<file path="config.mk">
export PLATFORM = sky130hd
export DESIGN_NAME = fetch_pc_unit
export DESIGN_NICKNAME = d
export VERILOG_FILES = /design/src/rtl/fetch_pc_unit.sv
export SDC_FILE = /design/constraint.sdc
export NUM_CORES = 1
export LEC_CHECK = 0
export ABC_AREA = 1
export CORE_MARGIN = 5
export CORE_UTILIZATION = 44
export CTS_CLUSTER_DIAMETER = 120
export CTS_CLUSTER_SIZE = 12
export DETAILED_ROUTE_END_ITERATION = 10
export PLACE_DENSITY = 0.81
export SYNTH_ARGS = -nofsm -noshare
export SYNTH_HDL_FRONTEND = slang
export SYNTH_SLANG_ARGS = --single-unit
export TNS_END_PERCENT = 10
</file>
<file path="constraint.sdc">
create_clock -name clk -period 1.8 [get_ports clk]
set_input_delay 0.45 -clock clk [delete_from_list [all_inputs] [get_ports clk]]
set_output_delay 0.45 -clock clk [all_outputs]
set_load 0.05 [all_outputs]
</file>
<file path="src/rtl/fetch_pc_unit.sv">
// Fetch PC register, single-outstanding instruction-memory requester and one-entry decode buffer.
// Optional FETCH_MISALIGN_TRAP_EN: a redirect to a target with bit 1 set halts fetch and raises fetch_err.
`timescale 1ns/1ps
module fetch_pc_unit #(
    parameter logic [31:0] RESET_PC = 32'h0000_0000
) (
    input  logic        clk,
    input  logic        rst_n,
    input  logic        exec_valid,
    input  logic [1:0]  b_ctrl,
    input  logic [31:0] br_target,
    input  logic [31:0] jalr_target,
    input  logic        stall,
    output logic        imem_req,
    output logic [31:0] imem_addr,
    input  logic        imem_gnt,
    input  logic        imem_rvalid,
    input  logic [31:0] imem_rdata,
    output logic        if_valid,
    output logic [31:0] if_instr,
    output logic [31:0] if_pc,
    output logic        fetch_err
);

`ifdef FETCH_MISALIGN_TRAP_EN
    typedef enum logic [1:0] {S_BOOT, S_REQ, S_WAIT, S_HALT} state_t;
`else
    typedef enum logic [1:0] {S_BOOT, S_REQ, S_WAIT} state_t;
`endif

    localparam logic [31:0] NOP = 32'h0000_0013;

    state_t      state, state_n;
    logic [31:0] pc, pc_n;
    logic        discard, discard_n;
    logic        vld_n;
    logic [31:0] instr_n, ifpc_n;
    logic        redirect;
    logic [31:0] tgt_raw, tgt;

    assign redirect = exec_valid && !b_ctrl[1];
    assign tgt_raw  = b_ctrl[0] ? br_target : {jalr_target[31:1], 1'b0};

`ifdef FETCH_MISALIGN_TRAP_EN
    logic err_q, err_n;
    assign tgt       = tgt_raw;
    assign fetch_err = err_q;
`else
    // Without the trap, targets are word-aligned by dropping bit 1.
    assign tgt       = {tgt_raw[31:2], 1'b0, tgt_raw[0]};
    assign fetch_err = 1'b0;
`endif

    // Requests only go out when the buffer is free, so a response always has room.
    assign imem_req  = (state == S_REQ) && (!if_valid || !stall);
    assign imem_addr = pc;

    always_comb begin
        state_n   = state;
        pc_n      = pc;
        discard_n = discard;
        vld_n     = if_valid;
        instr_n   = if_instr;
        ifpc_n    = if_pc;
`ifdef FETCH_MISALIGN_TRAP_EN
        err_n     = err_q;
`endif
        if (if_valid && !stall)
            vld_n = 1'b0;

        case (state)
            S_BOOT: state_n = S_REQ;
            S_REQ: begin
                if (imem_req && imem_gnt) begin
                    state_n   = S_WAIT;
                    discard_n = redirect;
                end
            end
            S_WAIT: begin
                if (imem_rvalid) begin
                    state_n   = S_REQ;
                    discard_n = 1'b0;
                    if (!discard && !redirect) begin
                        vld_n   = 1'b1;
                        instr_n = imem_rdata;
                        ifpc_n  = pc;
                        pc_n    = pc + 32'd4;
                    end
                end else if (redirect) begin
                    discard_n = 1'b1;
                end
            end
            default: ;
        endcase

        // Redirect overrides any load or consume decided above.
`ifdef FETCH_MISALIGN_TRAP_EN
        if (redirect && state != S_HALT) begin
            pc_n  = tgt;
            vld_n = 1'b0;
            if (tgt[1]) begin
                state_n = S_HALT;
                err_n   = 1'b1;
            end
        end
`else
        if (redirect) begin
            pc_n  = tgt;
            vld_n = 1'b0;
        end
`endif
    end

    always_ff @(posedge clk or negedge rst_n) begin
        if (!rst_n) begin
            state    <= S_BOOT;
            pc       <= RESET_PC;
            discard  <= 1'b0;
            if_valid <= 1'b0;
            if_instr <= NOP;
            if_pc    <= RESET_PC;
        end else begin
            state    <= state_n;
            pc       <= pc_n;
            discard  <= discard_n;
            if_valid <= vld_n;
            if_instr <= instr_n;
            if_pc    <= ifpc_n;
        end
    end

`ifdef FETCH_MISALIGN_TRAP_EN
    always_ff @(posedge clk or negedge rst_n) begin
        if (!rst_n) err_q <= 1'b0;
        else        err_q <= err_n;
    end
`endif

endmodule

</file>
# Word-level counts from Yosys, hierarchy flattened
# Cells that the tools add are included.
# classes
n_reduce_logical	21
add_sub_neg	1
mux	17
n_eq_ne	5
# ops
cell	n
32-bit 2-to-1 mux	5
32-bit by 3-bit adder with 32-bit output (second input constant)	1
3-bit AND reduction	4
1-bit 2-to-1 mux	8
2-bit nonzero test	4
2-bit case mux with 3 select lines	1
1-bit logical AND	5
1-bit zero test	5
2-bit 2-to-1 mux	2
3-bit inequality test (second input constant)	1
3-bit nonzero test	1
2-bit by 1-bit equality test with 1-bit output (second input constant)	1
2-bit equality test (second input constant)	1
2-bit zero test	1
2-bit by 1-bit inequality test with 1-bit output (second input constant)	1
2-bit inequality test (second input constant)	1
1-bit case mux with 2 select lines	1
1-bit logical OR	1
# totals
reg_bits	100

# Longest topological paths before layout
# Gate-level depths: netlist (run 1).
# logic_depth
depth_word	8
depth_mapped	10
depth_no_buf	10

# Least setup slack after synthesis (run 1)
# No wires, ideal clock.
# synth_timing
path_kind	register -> register
startpoint	register if_valid
endpoint	register discard
arrival_ps	2364
path_stages_with_launch	6
required_time_ps	1717
period_less_slack_ps	2446
slack_ps	-646
n_path_buf	0
path_cell_list	dfrtp_1 a211oi_1 nand2_1 nand2_1 o21ai_0 o21ai_0
# synth_between
elab_chain_len	6
# synth_rtl
item	line	source
from (decl)	19	output logic if_valid,
from (signal assigned)	126	if_valid <= vld_n;
1-bit zero test	55	assign imem_req = (state == S_REQ) && (!if_valid || !stall);
1-bit logical OR	55	
1-bit logical AND	55	
via imem_req	14	output logic imem_req,
1-bit logical AND	74	if (imem_req && imem_gnt) begin
2-bit by 1-bit inequality test with 1-bit output (no line)	-	
3-bit AND reduction (no line)	-	
to (signal assigned)	125	discard <= discard_n;
to (decl)	35	logic discard, discard_n;
# The timed path passes the listed nets, and every way through them passes these cells.
# A chain may end at the register's enable or synchronous reset.

# Worst setup path in the final report (run 1)
# layout_timing
startpoint	register if_valid
endpoint	output port imem_req
# layout_between
elab_chain_len	3
# layout_rtl
item	line
1-bit zero test	55
1-bit logical OR	55
1-bit logical AND	55
to (decl)	14
# No other way between the ends.

==> results.sh, run 1 <==
export IMPL_drv_cap=0
export IMPL_die_h_um=119
export IMPL_fmax_ghz=0.574
export IMPL_final_hold_viol_count=0
export IMPL_rows=39
export IMPL_synth_top_area_share_pct=45.5
export IMPL_power_density_mw_per_mm2=1850
export IMPL_drtIter0Drc=479
export IMPL_finalWorstSetupSlack_ps=58.8
export IMPL_crit_chain="a211oi_4, buf_12"
export IMPL_synth_cells=644
export IMPL_crit_path_start_kind="flop"
export IMPL_async_reset_ff_share_pct=100
export IMPL_grt_max_degree=41
export IMPL_crit_type="flop to output pin"
export IMPL_grt_first_pass_wirelength_mm=28.1
export IMPL_vdd_drop_max_mv=0.925
export IMPL_rsz0062_at_grt="true"
export IMPL_num_io_pins=203
export IMPL_cts_buffers=9
export IMPL_place_ws_ps=-170
export IMPL_run_status="finished clean"
export IMPL_initial_core_util_pct=45.3
export IMPL_synth_area_top_cells="dfrtp_1 (46%), nand2_1 (11%), mux2_4 (9.2%)"
export IMPL_die_width_um=119
export IMPL_wl_mm=17.4
export IMPL_ant_nets=0
export IMPL_cts_tree="yes"
export IMPL_synth_top_cell_by_area="dfrtp_1"
export IMPL_syn_avg_cell_area_um2=8.11
export IMPL_final_period_utilization_pct=96.7
export IMPL_ys_ff_latch=98
export IMPL_worst_ep_required_time_ps=1350
export IMPL_crit_family="flip-flops"
export IMPL_fillers=912
export IMPL_end_kind="output pin"
export IMPL_fin_skew_ps=7.05
export IMPL_num_antenna_cells=0
export IMPL_clkTransAtPathRegs_ps=70
export IMPL_grt_usage_pct=24.7
export IMPL_drc=0
export IMPL_ys_warn_count=0
export IMPL_finalSetupViolations=0
export IMPL_cp_max_fo=3
export IMPL_slowest_stage="dfrtp_1"
export IMPL_drive_gt1_share_pct=23.8
export IMPL_antenna_found_initial=0
export IMPL_port_buffers=196
export IMPL_vias=5184
export IMPL_synth_cell_type_count=32
export IMPL_clock_path_buffers=2
export IMPL_finalMaxSlewViolations=0
export IMPL_max_stage_delay_ps=470
export IMPL_synth_seq_area_share_pct=47.0
export IMPL_fp_coreArea_mm2=0.0115
export IMPL_final_nets=970
export IMPL_clock_latency_ps=340
export IMPL_area_growth_pct=54.7
export IMPL_grt_pass1_vias=5301
export IMPL_synthFlopType="dfrtp_1"
export IMPL_vias_per_cell=5.12
export IMPL_cts_sinks=98
export IMPL_synth_edf_count=0
export IMPL_reg2reg_slack_ps=130
export IMPL_htreeDepth=3
export IMPL_grt_ovfl_total=0
export IMPL_power_mw=15.0
export IMPL_power_leakage_nw=3.99
export IMPL_dieArea_mm2=0.0141
export IMPL_min_period_ps=1740
export IMPL_wire_per_inst_um=17.2
export IMPL_critPathBufInv=1
export IMPL_syn_area_mm2=0.00522
export IMPL_globalplace_congestion=0.890
export IMPL_hold_path_class="primary input to async pin"
export IMPL_dpl_hpwl_mm=13.9
export IMPL_firstDrtPassIters=7
export IMPL_cts_root_buf="clkbuf_16"
export IMPL_crit_arrival_ps=1290
-- registers in the layout, summed over array words and instances (netlist names) --
name	count
if_valid	1
if_pc	31
discard	1
imem_addr	31
state	2
if_instr	32
-- synthesized netlist by cell type, types with 3 or more instances --
| cell type | instances |
|---|---|
| a21oi_1 | 22 |
| a31oi_1 | 5 |
| buf_1 | 3 |
| buf_2 | 13 |
| buf_4 | 3 |
| buf_6 | 4 |
| clkbuf_1 | 8 |
| dfrtp_1 | 95 |
| dfstp_2 | 3 |
| inv_1 | 65 |
| inv_2 | 4 |
| mux2_4 | 32 |
| nand2_1 | 150 |
| nand3_1 | 40 |
| nor2_1 | 83 |
| nor2_2 | 6 |
| o21ai_0 | 55 |
| o21ai_1 | 32 |
| o22ai_1 | 3 |
-- cell type report --
type / instances / area [um2] / share of cell area [%]
inverter: 70 / 265 / 3.28
multi-input combinational: 447 / 2350 / 29.1
clock buffer: 12 / 246 / 3.05
timing repair buffer: 239 / 2530 / 31.3
clock inverter: 4 / 51.3 / 0.635
tap: 143 / 179 / 2.21
sequential: 98 / 2460 / 30.4
-- placed cells by master, fill, tap and decap left out, types with 2 or more instances in the layout --
master	count
o211ai_1	2
clkdlybuf4s50_1	98
o21ai_0	55
nand2_1	150
nand2_2	2
mux2_4	32
o31ai_1	2
clkbuf_1	2
inv_2	4
a31oi_1	5
nor2_4	2
dfrtp_1	94
nand3_1	40
o22ai_1	3
clkbuf_16	9
a22oi_1	2
inv_1	65
buf_12	39
conb_1	3
dfstp_2	3
a21oi_1	22
nor2_2	5
nor3_1	2
o21ai_1	32
buf_4	101
nor2_1	83
-- per-layer routing --
metal	GRT usage [%]	vias up	part of all wire [%]	routed length, um
met2	40.9	221	48	8320
li1	-	2505	-	-
met1	33.9	2442	44	7650
met5	0	-	0	0
met4	6.44	0	1.5	254
met3	4.12	16	7.0	1230
-- worst register-to-register path, cell delays in order, from the launching register on --
cell	delay, ps
dfrtp_1	400
ha_1	190
nand2_1	90
nor2_2	140
nand2_2	140
nor2_2	250
nand2_1	90
nand2_1	60
nand3_1	90
a21oi_1	150
-- stage by stage --
stage / hold slack [ps] / std cells / TNS, ps / util, % / cell area (um2)
after floorplan: 154 / 646 / 0 / - / 5240
after global placement: 422 / 996 / -8720 / 67.5 / 7770
after detailed placement: 431 / 996 / -9810 / 67.5 / 7770
after CTS: 73.0 / 1013 / 0 / 70.1 / 8070
after global routing: 92.6 / 1013 / -22.8 / 70.2 / 8080
final: 61.4 / 1013 / 0 / 70.2 / 8080
-- timing repair --
item,4_1_cts,5_1_grt
resized for setup,1,2
hold buffers,0,0
pin swaps,1,0
buffers inserted,1,0
setup endpoints to repair,1,3
-- cells by family after synthesis --
kind of cell	Yosys count	share of synthesized area [%]
AO/OA/AOI/OAI	124	12.4
adder cells (fa/ha/maj)	1	0.240
buffers and inverters	101	8.41
flip-flops	98	47.0
multiplexers	32	9.20
other	1	0.0718
AND/OR/NAND/NOR	287	22.6
-- worst paths after layout --
| check | startpoint | end | cells past startpoint |
|---|---|---|---|
| hold / removal | rst_n | if_instr[21]$_DFFE_PN0P_ | 1 |
| hold reg to reg | if_pc[12]$_DFFE_PN0P_ | if_pc[12]$_DFFE_PN0P_ | 2 |
| max in group asynchronous | rst_n | imem_addr[10]$_DFFE_PN0P_ | 2 |
| min in group clk | if_pc[12]$_DFFE_PN0P_ | if_pc[12]$_DFFE_PN0P_ | 2 |
| setup / recovery | if_valid$_DFF_PN0_ | imem_req | 2 |
| setup reg to reg | imem_addr[2]$_DFFE_PN0P_ | imem_addr[28]$_DFFE_PN0P_ | 9 |
-- report_power, final --
| part | leakage [nW] | internal [mW] | switching (mW) |
|---|---|---|---|
| clock | 0.143 | 1.12 | 0.835 |
| sequential | 1.18 | 3.19 | 0.879 |
| combinational | 2.67 | 3.40 | 5.54 |
Power figures use the tool's default switching activity.
==> run 2, diff against run 1 <==
Settings changed: ABC_AREA 1 to not set, ABC_CLOCK_PERIOD_IN_PS set to 1800, CORE_UTILIZATION 44 to 42, PLACE_DENSITY 0.81 to 0.8.
==> run 2 against run 1 <==
Net effect:
- combinational power fell by 23%
- setup slack worse by 8.3 ps
- via count down 25%
- wire length is 23% lower
- non-clock buffer count increased by 2
- global-route usage fell by 4.2 points
- sequential share of layout area increased by 3.2 points
- clock power fell by 19%
- maximum frequency fell by 0.48%
- die area shrank 6.9%
- final cell count is 24% lower
- area after synthesis fell by 12%
- critical endpoint is now imem_addr[20]$_DFFE_PN0P_
- highest routed layer unchanged
==> results.sh, run 2 <==
export IMPL_run_status="finished clean"
export IMPL_vdd_drop_max_mv=1.03
export IMPL_rr_worst_depth=5
export IMPL_grt_pass1_vias=4138
export IMPL_p_sw_mw=5.59
export IMPL_cts_root_buf="clkbuf_8"
export IMPL_final_period_utilization_pct=97.2
export IMPL_swShare_pct=46.2
export IMPL_clock_latency_ps=370
export IMPL_vias=3882
export IMPL_num_io_pins=203
export IMPL_vias_per_cell=5.07
export IMPL_clock_path_buffers=2
export IMPL_power_density_mw_per_mm2=1650
export IMPL_drc=0
export IMPL_fin_skew_ps=11.1
export IMPL_rsz0062_at_grt="true"
export IMPL_multi_input_area_mm2=0.00207
export IMPL_dpl_hpwl_mm=10.4
export IMPL_place_ws_ps=-488
export IMPL_grt_ovfl_total=0
export IMPL_worst_ep_required_time_ps=2050
export IMPL_antenna_found_initial=0
export IMPL_synth_seq_area_share_pct=53.3
export IMPL_final_nets=725
export IMPL_drtIter0Drc=106
export IMPL_cp_max_fo=5
export IMPL_cts_buffers=9
export IMPL_num_antenna_cells=0
export IMPL_fillers=816
export IMPL_combPwrFrac_pct=56.6
export IMPL_dp_cells=747
export IMPL_ant_nets=0
export IMPL_port_buffers=196
export IMPL_finalSetupViolations=0
export IMPL_fmax_ghz=0.572
export IMPL_wire_per_inst_um=17.6
export IMPL_final_cell_mix="buf_4 (114), clkdlybuf4s50_1 (96), dfrtp_1 (83), mux2_2 (63), nor2b_1 (30)"
export IMPL_cts_tree="yes"
export IMPL_p_clk_share_pct=13.1
export IMPL_drv_cap=0
export IMPL_firstDrtPassIters=4
export IMPL_die_width_um=115
export IMPL_synth_cell_type_count=40
export IMPL_crit_path_start_kind="flop"
export IMPL_largest_register_ffs=32
export IMPL_finalWorstSetupSlack_ps=50.5
export IMPL_globalplace_congestion=0.784
export IMPL_synth_area_top_cells="dfrtp_1 (52%), mux2_2 (15%), a211oi_1 (4.7%)"
export IMPL_power_leakage_nw=3.12
export IMPL_synth_cells=390
export IMPL_slowest_stage="dfrtp_2"
export IMPL_hold_path_class="primary input to async pin"
export IMPL_htreeDepth=3
export IMPL_crit_type="flop to flop"
export IMPL_final_hold_viol_count=0
export IMPL_wl_mm=13.5
export IMPL_drive_gt1_share_pct=39.5
export IMPL_layout_commonest_cell="buf_4"
export IMPL_ys_warn_count=0
export IMPL_syn_avg_cell_area_um2=11.8
export IMPL_area_growth_pct=59.4
export IMPL_clkTransAtPathRegs_ps=90
export IMPL_grt_first_pass_wirelength_mm=21.3
export IMPL_cts_sinks=98
export IMPL_initial_core_util_pct=42.7
export IMPL_grt_usage_pct=20.5
export IMPL_dieArea_mm2=0.0132
export IMPL_min_period_ps=1750
export IMPL_end_kind="flop"
export IMPL_instances_no_fill=765
export IMPL_crit_chain="nand4_1, or2_4, nor4_2, xnor2_1, a21oi_1"
export IMPL_finalMaxSlewViolations=0
export IMPL_fp_coreArea_mm2=0.0108
export IMPL_synth_edf_count=0
export IMPL_synthFlopType="dfrtp_1"
export IMPL_synth_top_cell_by_area="dfrtp_1"
export IMPL_ys_ff_latch=98
export IMPL_syn_area_mm2=0.00461
export IMPL_async_reset_ff_share_pct=100
export IMPL_max_stage_delay_ps=430
export IMPL_top_register="if_instr"
export IMPL_ys_top_cells_by_count="dfrtp_1 (95), mux2_2 (63), nor2b_1 (30), a211oi_1 (29), a21oi_1 (25)"
export IMPL_pwr_share_seq_pct=30.3
export IMPL_yosysMostFrequentCell="dfrtp_1"
export IMPL_crit_arrival_ps=2000
export IMPL_grt_max_degree=60
export IMPL_die_h_um=115
export IMPL_rows=38
export IMPL_layout_area_seq_mm2=0.00247
export IMPL_synth_top_area_share_pct=51.6
export IMPL_p_int_mw=6.52
run 2: layout make-up:
type / instances / share of cell area (%)
clock buffers: 12 / 1.98
repair buffers: 241 / 32.6
inverters: 3 / 0.153
flip-flops and latches: 98 / 33.6
clock inverters: 4 / 1.04
multi-input cells: 267 / 28.2
well taps: 140 / 2.39
run 2: final timing paths:
kind                                           from                   endpoint  slack, ps
setup / recovery           imem_addr[9]$_DFFE_PN0P_  imem_addr[20]$_DFFE_PN0P_         50
hold / removal                                rst_n    if_instr[7]$_DFFE_PN0P_         30
setup reg to reg           imem_addr[9]$_DFFE_PN0P_  imem_addr[20]$_DFFE_PN0P_         50
hold reg to reg             if_instr[2]$_DFFE_PN0P_    if_instr[2]$_DFFE_PN0P_        510
max in group asynchronous                     rst_n    if_instr[1]$_DFFE_PN1P_       1150
min in group clk            if_instr[2]$_DFFE_PN0P_    if_instr[2]$_DFFE_PN0P_        510
run 2: power groups by stage:
stage,Combinational [mW],Sequential (mW),Clock [mW]
6_report,6.86,3.67,1.59
5_1_grt,7.15,3.78,1.71
4_1_cts,6.92,3.67,1.62
3_5_place_dp,6.89,3.70,0
3_3_place_gp,6.78,3.63,0
2_1_floorplan,1.30,6.60,0
run 2: worst max-delay path, delay by kind of cell, from the launching register on:
family	cells	cell delay [ps]
AND/OR/NAND/NOR	3	960
flip-flops	1	430
XOR/XNOR	1	160
AO/OA/AOI/OAI	1	80
run 2: stage by stage:
| stage | hold slack, ps | instance area [um2] | power [mW] | TNS (ps) | util (%) |
|---|---|---|---|---|---|
| 2_1_floorplan | 154 | 4640 | 7.90 | -209 | - |
| 3_3_place_gp | 432 | 7080 | 10.4 | -29630 | 65.6 |
| 3_5_place_dp | 440 | 7080 | 10.6 | -33850 | 65.6 |
| 4_1_cts | 44.5 | 7310 | 12.2 | 0 | 67.8 |
| 5_1_grt | 65.3 | 7340 | 12.6 | -31.8 | 68.1 |
| 6_report | 33.7 | 7340 | 12.1 | 0 | 68.1 |
run 2: cell families (layout without fill, tap and decap cells):
kind of cell	after synthesis	count (layout)	synth area share [%]
multiplexers	67	67	16.3
XOR/XNOR	25	25	4.75
other	1	3	0.0814
AND/OR/NAND/NOR	104	104	13.3
AO/OA/AOI/OAI	67	67	9.15
buffers and inverters	27	260	2.85
flip-flops	98	98	53.3
adder cells (fa/ha/maj)	1	1	0.271
run 2: metal layers:
| layer | share of wire (%) | vias to the layer above | track usage [%] | wire [um] |
|---|---|---|---|---|
| met5 | 0 | - | 0 | 0 |
| met4 | 1.3 | 0 | 5.63 | 179 |
| met3 | 6.9 | 15 | 3.79 | 925 |
| met2 | 52 | 135 | 36.7 | 7020 |
| met1 | 40 | 1875 | 25.5 | 5330 |
| li1 | - | 1857 | - | - |
run 2: timing repair:
item                       in CTS  in global routing
hold buffers                    0                  0
setup endpoints to repair      34                  7
buffers inserted                1                  1
pin swaps                       3                  4
gates resized for setup         5                  4
